<file path="src/rtl/ssp_uart_host.sv">
// ssp_uart_host: SSP frame master for the SSP_UART slave port.
// One register-access command per valid/ready handshake becomes one 16-bit
// SSP frame (3 address bits, 1 command bit, 12 data bits). The slave's read
// data is captured on the last frame cycle and returned on a response strobe.
//
// state   | meaning
// S_IDLE  | waiting for a command, cmd_ready high
// S_FRAME | SSEL high, SCK running, 16 SCK periods
// S_GAP   | pGap idle cycles after a frame, rsp_valid in the first one
module ssp_uart_host #(
  parameter int pSCK_Div = 2,
  parameter int pGap     = 2
) (
  input  logic        Clk,
  input  logic        Rst,
  input  logic        cmd_valid,
  output logic        cmd_ready,
  input  logic [2:0]  cmd_ra,
  input  logic        cmd_wnr,
  input  logic [11:0] cmd_di,
  output logic        rsp_valid,
  output logic [11:0] rsp_do,
  output logic        busy,
  output logic        SSP_SSEL,
  output logic        SSP_SCK,
  output logic [2:0]  SSP_RA,
  output logic        SSP_WnR,
  output logic        SSP_En,
  output logic        SSP_EOC,
  output logic [11:0] SSP_DI,
  input  logic [11:0] SSP_DO
);

  if (pSCK_Div < 1) begin : g_div_chk
    $error("ssp_uart_host: pSCK_Div must be >= 1");
  end
  if (pGap < 1) begin : g_gap_chk
    $error("ssp_uart_host: pGap must be >= 1");
  end

  // A divider of 1 needs no half-period count; keep a 1-bit counter pinned at 0.
  localparam int HW = (pSCK_Div > 1) ? $clog2(pSCK_Div) : 1;
  localparam int GW = (pGap > 1) ? $clog2(pGap) : 1;
  localparam logic [HW-1:0] H_MAX = HW'(pSCK_Div - 1);
  localparam logic [HW-1:0] H_ONE = HW'(1);
  localparam logic [GW-1:0] G_MAX = GW'(pGap - 1);
  localparam logic [GW-1:0] G_ONE = GW'(1);

  typedef enum logic [1:0] {
    S_IDLE  = 2'd0,
    S_FRAME = 2'd1,
    S_GAP   = 2'd2
  } state_t;

  state_t        state_q, state_d;
  logic [HW-1:0] hcnt_q, hcnt_d;
  logic [3:0]    bitcnt_q, bitcnt_d;
  logic [GW-1:0] gap_q, gap_d;
  logic          cmd_ready_q, cmd_ready_d;
  logic          busy_q, busy_d;
  logic          rsp_valid_q, rsp_valid_d;
  logic [11:0]   rsp_do_q, rsp_do_d;
  logic          ssel_q, ssel_d;
  logic          sck_q, sck_d;
  logic [2:0]    ra_q, ra_d;
  logic          wnr_q, wnr_d;
  logic          en_q, en_d;
  logic          eoc_q, eoc_d;
  logic [11:0]   di_q, di_d;

  // Next-state and next-output logic; every output is computed one cycle ahead.
  always_comb begin
    state_d     = state_q;
    hcnt_d      = hcnt_q;
    bitcnt_d    = bitcnt_q;
    gap_d       = gap_q;
    rsp_valid_d = 1'b0;
    rsp_do_d    = rsp_do_q;
    ssel_d      = ssel_q;
    sck_d       = sck_q;
    ra_d        = ra_q;
    wnr_d       = wnr_q;
    en_d        = en_q;
    eoc_d       = eoc_q;
    di_d        = di_q;

    case (state_q)
      S_IDLE: begin
        if (cmd_valid && cmd_ready_q) begin
          state_d  = S_FRAME;
          ra_d     = cmd_ra;
          wnr_d    = cmd_wnr;
          di_d     = cmd_wnr ? cmd_di : 12'd0;
          ssel_d   = 1'b1;
          sck_d    = 1'b0;
          en_d     = 1'b0;
          eoc_d    = 1'b0;
          bitcnt_d = 4'd15;
          hcnt_d   = '0;
        end
      end
      S_FRAME: begin
        if (hcnt_q == H_MAX) begin
          hcnt_d = '0;
          sck_d  = ~sck_q;
          if (sck_q) begin
            // Falling edge: either move to the next bit or close the frame.
            if (bitcnt_q == 4'd0) begin
              state_d     = S_GAP;
              ssel_d      = 1'b0;
              sck_d       = 1'b0;
              en_d        = 1'b0;
              eoc_d       = 1'b0;
              rsp_valid_d = 1'b1;
              rsp_do_d    = wnr_q ? 12'd0 : SSP_DO;
              gap_d       = G_MAX;
            end else begin
              bitcnt_d = bitcnt_q - 4'd1;
              en_d     = (bitcnt_q <= 4'd12);
              eoc_d    = (bitcnt_q == 4'd1);
            end
          end
        end else begin
          hcnt_d = hcnt_q + H_ONE;
        end
      end
      S_GAP: begin
        if (gap_q == '0) begin
          state_d = S_IDLE;
        end else begin
          gap_d = gap_q - G_ONE;
        end
      end
      default: begin
        state_d = S_IDLE;
      end
    endcase

    cmd_ready_d = (state_d == S_IDLE);
    busy_d      = (state_d != S_IDLE);
  end

  // State and output registers; reset clears everything including cmd_ready.
  always_ff @(posedge Clk) begin
    if (!Rst) begin
      state_q     <= S_IDLE;
      hcnt_q      <= '0;
      bitcnt_q    <= 4'd0;
      gap_q       <= '0;
      cmd_ready_q <= 1'b0;
      busy_q      <= 1'b0;
      rsp_valid_q <= 1'b0;
      rsp_do_q    <= 12'd0;
      ssel_q      <= 1'b0;
      sck_q       <= 1'b0;
      ra_q        <= 3'd0;
      wnr_q       <= 1'b0;
      en_q        <= 1'b0;
      eoc_q       <= 1'b0;
      di_q        <= 12'd0;
    end else begin
      state_q     <= state_d;
      hcnt_q      <= hcnt_d;
      bitcnt_q    <= bitcnt_d;
      gap_q       <= gap_d;
      cmd_ready_q <= cmd_ready_d;
      busy_q      <= busy_d;
      rsp_valid_q <= rsp_valid_d;
      rsp_do_q    <= rsp_do_d;
      ssel_q      <= ssel_d;
      sck_q       <= sck_d;
      ra_q        <= ra_d;
      wnr_q       <= wnr_d;
      en_q        <= en_d;
      eoc_q       <= eoc_d;
      di_q        <= di_d;
    end
  end

  assign cmd_ready = cmd_ready_q;
  assign busy      = busy_q;
  assign rsp_valid = rsp_valid_q;
  assign rsp_do    = rsp_do_q;
  assign SSP_SSEL  = ssel_q;
  assign SSP_SCK   = sck_q;
  assign SSP_RA    = ra_q;
  assign SSP_WnR   = wnr_q;
  assign SSP_En    = en_q;
  assign SSP_EOC   = eoc_q;
  assign SSP_DI    = di_q;

endmodule

</file>
<file path="config.mk">
export PLATFORM = sky130hd
export DESIGN_NAME = ssp_uart_host
export DESIGN_NICKNAME = d
export VERILOG_FILES = /design/src/rtl/ssp_uart_host.sv
export SDC_FILE = /design/constraint.sdc
export NUM_CORES = 1
export LEC_CHECK = 0
export ABC_AREA = 1
export CAP_MARGIN = 20
export CORE_UTILIZATION = 47
export DETAILED_ROUTE_END_ITERATION = 12
export GPL_TIMING_DRIVEN = 1
export PLACE_DENSITY = 0.9
export RECOVER_POWER = 25
export SLEW_MARGIN = 25
export SYNTH_ARGS = -nofsm -noshare
export SYNTH_HDL_FRONTEND = slang
export SYNTH_SLANG_ARGS = --single-unit
</file>
<file path="constraint.sdc">
create_clock -name Clk -period 3.9 [get_ports Clk]
set_clock_uncertainty 0.15 [all_clocks]
set_input_delay 0.585 -clock Clk [delete_from_list [all_inputs] [get_ports Clk]]
set_output_delay 0.585 -clock Clk [all_outputs]
set_load 0.05 [all_outputs]
</file>
==> results.yml <==
outcome:
  outcome: "completed"
yosys:
  ys_types: 25
  synth_top_area_share_pct: 49.1
  ys.flop_type: "dfxtp_1"
  synth_common_cells: "nand2_1 (50), dfxtp_1 (43), nand3_1 (30)"
  synth_top_family_by_area: "simple AND/OR/NAND/NOR gates"
  yosysMostFrequentCell: "nand2_1"
  syn_nets: 252
  synth.area.top_cells: "dfxtp_1 (49%), nand2_1 (11%), nand3_1 (8.6%)"
  synthXorXnorAreaFrac_pct: 0
  synth_fa_ha_area_share_pct: 1.43
  synthCells: 219
  synth_simple_gate_area_share_pct: 28.8
  synth_compound_area_share_pct: 14.1
  synthMuxAreaShare_pct: 0
  synth_top_cell_by_area: "dfxtp_1"
  synth_area_per_cell_um2: 8.00
  synthesis.area_um2: 1750
  synth-edff-count: 0
  ys_ff_latch: 43
  yosysWarnings: 0
  async_flop_share_pct: 0
  yosysSeqAreaShare_pct: 49.1
clocking:
  hold_buffers: 0
  path_clk_slew_ns: 0.08
  htree_num_levels: 2
  clk_path_buf_depth: 2
  root_buffer: "clkbuf_8"
  cts_inserted_buffers: 5
  worstSkewPairLatency_ns: 0.30
  tritoncts: "done"
  cts_setup_buffers: 0
  cts_resized: 0
  cts_sinks: 43
placement:
  gp_congestion: 0.827
  placed_cells: 320
  hpwl_mm: 2.90
  io_buffers: 65
  placed_cell_area_um2: 2400
  pre_cts_ws_ns: 1.35
timing:
  grt_setup_unrepaired: "no"
  fmax_ghz: 0.394
  period_share_pct: 65.1
  fin_worst_hold_slack_ns: 0.306
  tightest_slew_ns: 0.760
  hold_viol: 0
  fin_setup_tns_ns: 0
  setup_viol: 0
  layout_setup_ws_ns: 1.36
  layout_min_cycle_time_ns: 2.54
  drv_slew: 0
  slew_headroom_pct: 49.3
worst_setup_path:
  worst_setup_path_end_kind: "flop"
  crit_path_max_fanout: 20
  critPathKind: "in2reg"
  start_kind: "primary input"
  required_ns: 3.90
  worstPathArrival_ns: 2.54
die:
  core_area_um2: 3440
  rows: 21
  io_pins: 66
  initial_utilization_pct: 50.9
  die_h_um: 63.1
  die-area_um2: 3980
  fp.dieW_um: 63.1
detailed_routing:
  wl_mm: 4.11
  dr.first_iter.drc_count: 93
  viasPerCell: 5.13
  drtAntennaViolNets: 0
  via_count: 1679
  drc: 0
  drt_pass1_iterations: 4
  wl_per_cell_um: 12.6
grt:
  grt_pass1_wl_mm: 6.87
  use_met1_pct: 25.7
  grt_pass1_vias: 1597
  met3_usage_pct: 4.17
  grt_overflow: 0
  antenna_found_initial: 0
  grt_usage_pct: 22.2
  grt_max_degree: 25
  met2_usage_pct: 37.9
  grt_busiest_layer: "met2"
pwr:
  irDropWorstVdd_mv: 0.329
  power_density_nw_per_um2: 599
  power_leakage_nw: 0.983
  p_total_mw: 1.50
layout:
  areaGrowthSynthToFinish_pct: 42.7
  antennaDiodeCount: 0
  drive_above_1_share_pct: 10.7
  fin_util_pct: 72.7
  fin_area_um2: 2500
  final_cell_count_no_fill: 327
  nets: 314
worst_hold_path:
  hold_class: "reg2reg"
job:
  maxCapViolCount: 0
[worst paths after layout]
| path | cells after the start | slack [ns] | to | startpoint |
|---|---|---|---|---|
| max | 7 | 1.36 | SSP_DI[10] | cmd_valid |
| min | 2 | 0.31 | gap_q | gap_q |
| max reg2reg | 5 | 1.74 | SSP_DI[10] | state_q[1] |
| min reg2reg | 2 | 0.31 | gap_q | gap_q |
[layout by cell type, fill, tap and decap left out, drive strengths merged]
cell | netlist | routed
clkdlybuf4s50 | 0 | 54
nand2 | 51 | 51
dfxtp | 43 | 43
nand3 | 34 | 34
a21oi | 25 | 25
nor2 | 17 | 17
o21ai | 15 | 15
inv | 13 | 12
dlygate4sd3 | 0 | 11
clkbuf | 4 | 6
or2 | 2 | 2
a31oi | 2 | 2
ha | 2 | 2
nor3 | 2 | 2
clkinv | 0 | 1
nand3b | 1 | 1
and2 | 1 | 1
bufinv | 0 | 1
clkinvlp | 0 | 1
[state kept, by name (all words and copies together), names as in the netlist]
| signal | cells |
|---|---|
| SSP_RA | 3 |
| hcnt_q | 1 |
| SSP_En | 1 |
| SSP_DI | 12 |
| bitcnt_q | 4 |
| gap_q | 1 |
| SSP_WnR | 1 |
| busy | 1 |
| SSP_EOC | 1 |
| rsp_do | 12 |
| state_q | 2 |
| SSP_SCK | 1 |
| rsp_valid | 1 |
| SSP_SSEL | 1 |
| cmd_ready | 1 |
[layout make-up]
type | instances | area (um2)
clock buffers | 5 | 68.8
well taps | 46 | 57.6
inverters | 13 | 48.8
flip-flops and latches | 43 | 861
clock inverters | 2 | 37.5
multi-input cells | 152 | 773
fillers | 276 | 941
repair buffers | 66 | 654
[worst max-delay path, cell delays in order]
cell             delay [ns]
clkdlybuf4s50_1        0.45
nand2_1                0.09
nor3_2                 0.10
clkbuf_1               0.56
inv_1                  0.50
nand2_1                0.17
a21oi_1                0.07
[cells by family (layout without fill, tap and decap cells)]
kind of cell,after synthesis,after routing
AOI/OAI and AO/OA,42,42
adders and majority gates,2,2
buffers and inverters,24,86
DFF,43,43
and+or+nand+nor,108,108
[power breakdown]
| group | internal [mW] | leakage [nW] | switching, mW |
|---|---|---|---|
| sequential | 0.511 | 0.349 | 0.0480 |
| combinational | 0.207 | 0.584 | 0.400 |
| clock | 0.187 | 0.0502 | 0.145 |
[routing by layer]
layer | routed length [um] | up-vias
met2 | 2090 | 54
met4 | 112 | 0
met1 | 1720 | 772
met3 | 188 | 11
li1 | - | 842
met5 | 0 | -
(Power assumes the default switching activity.)
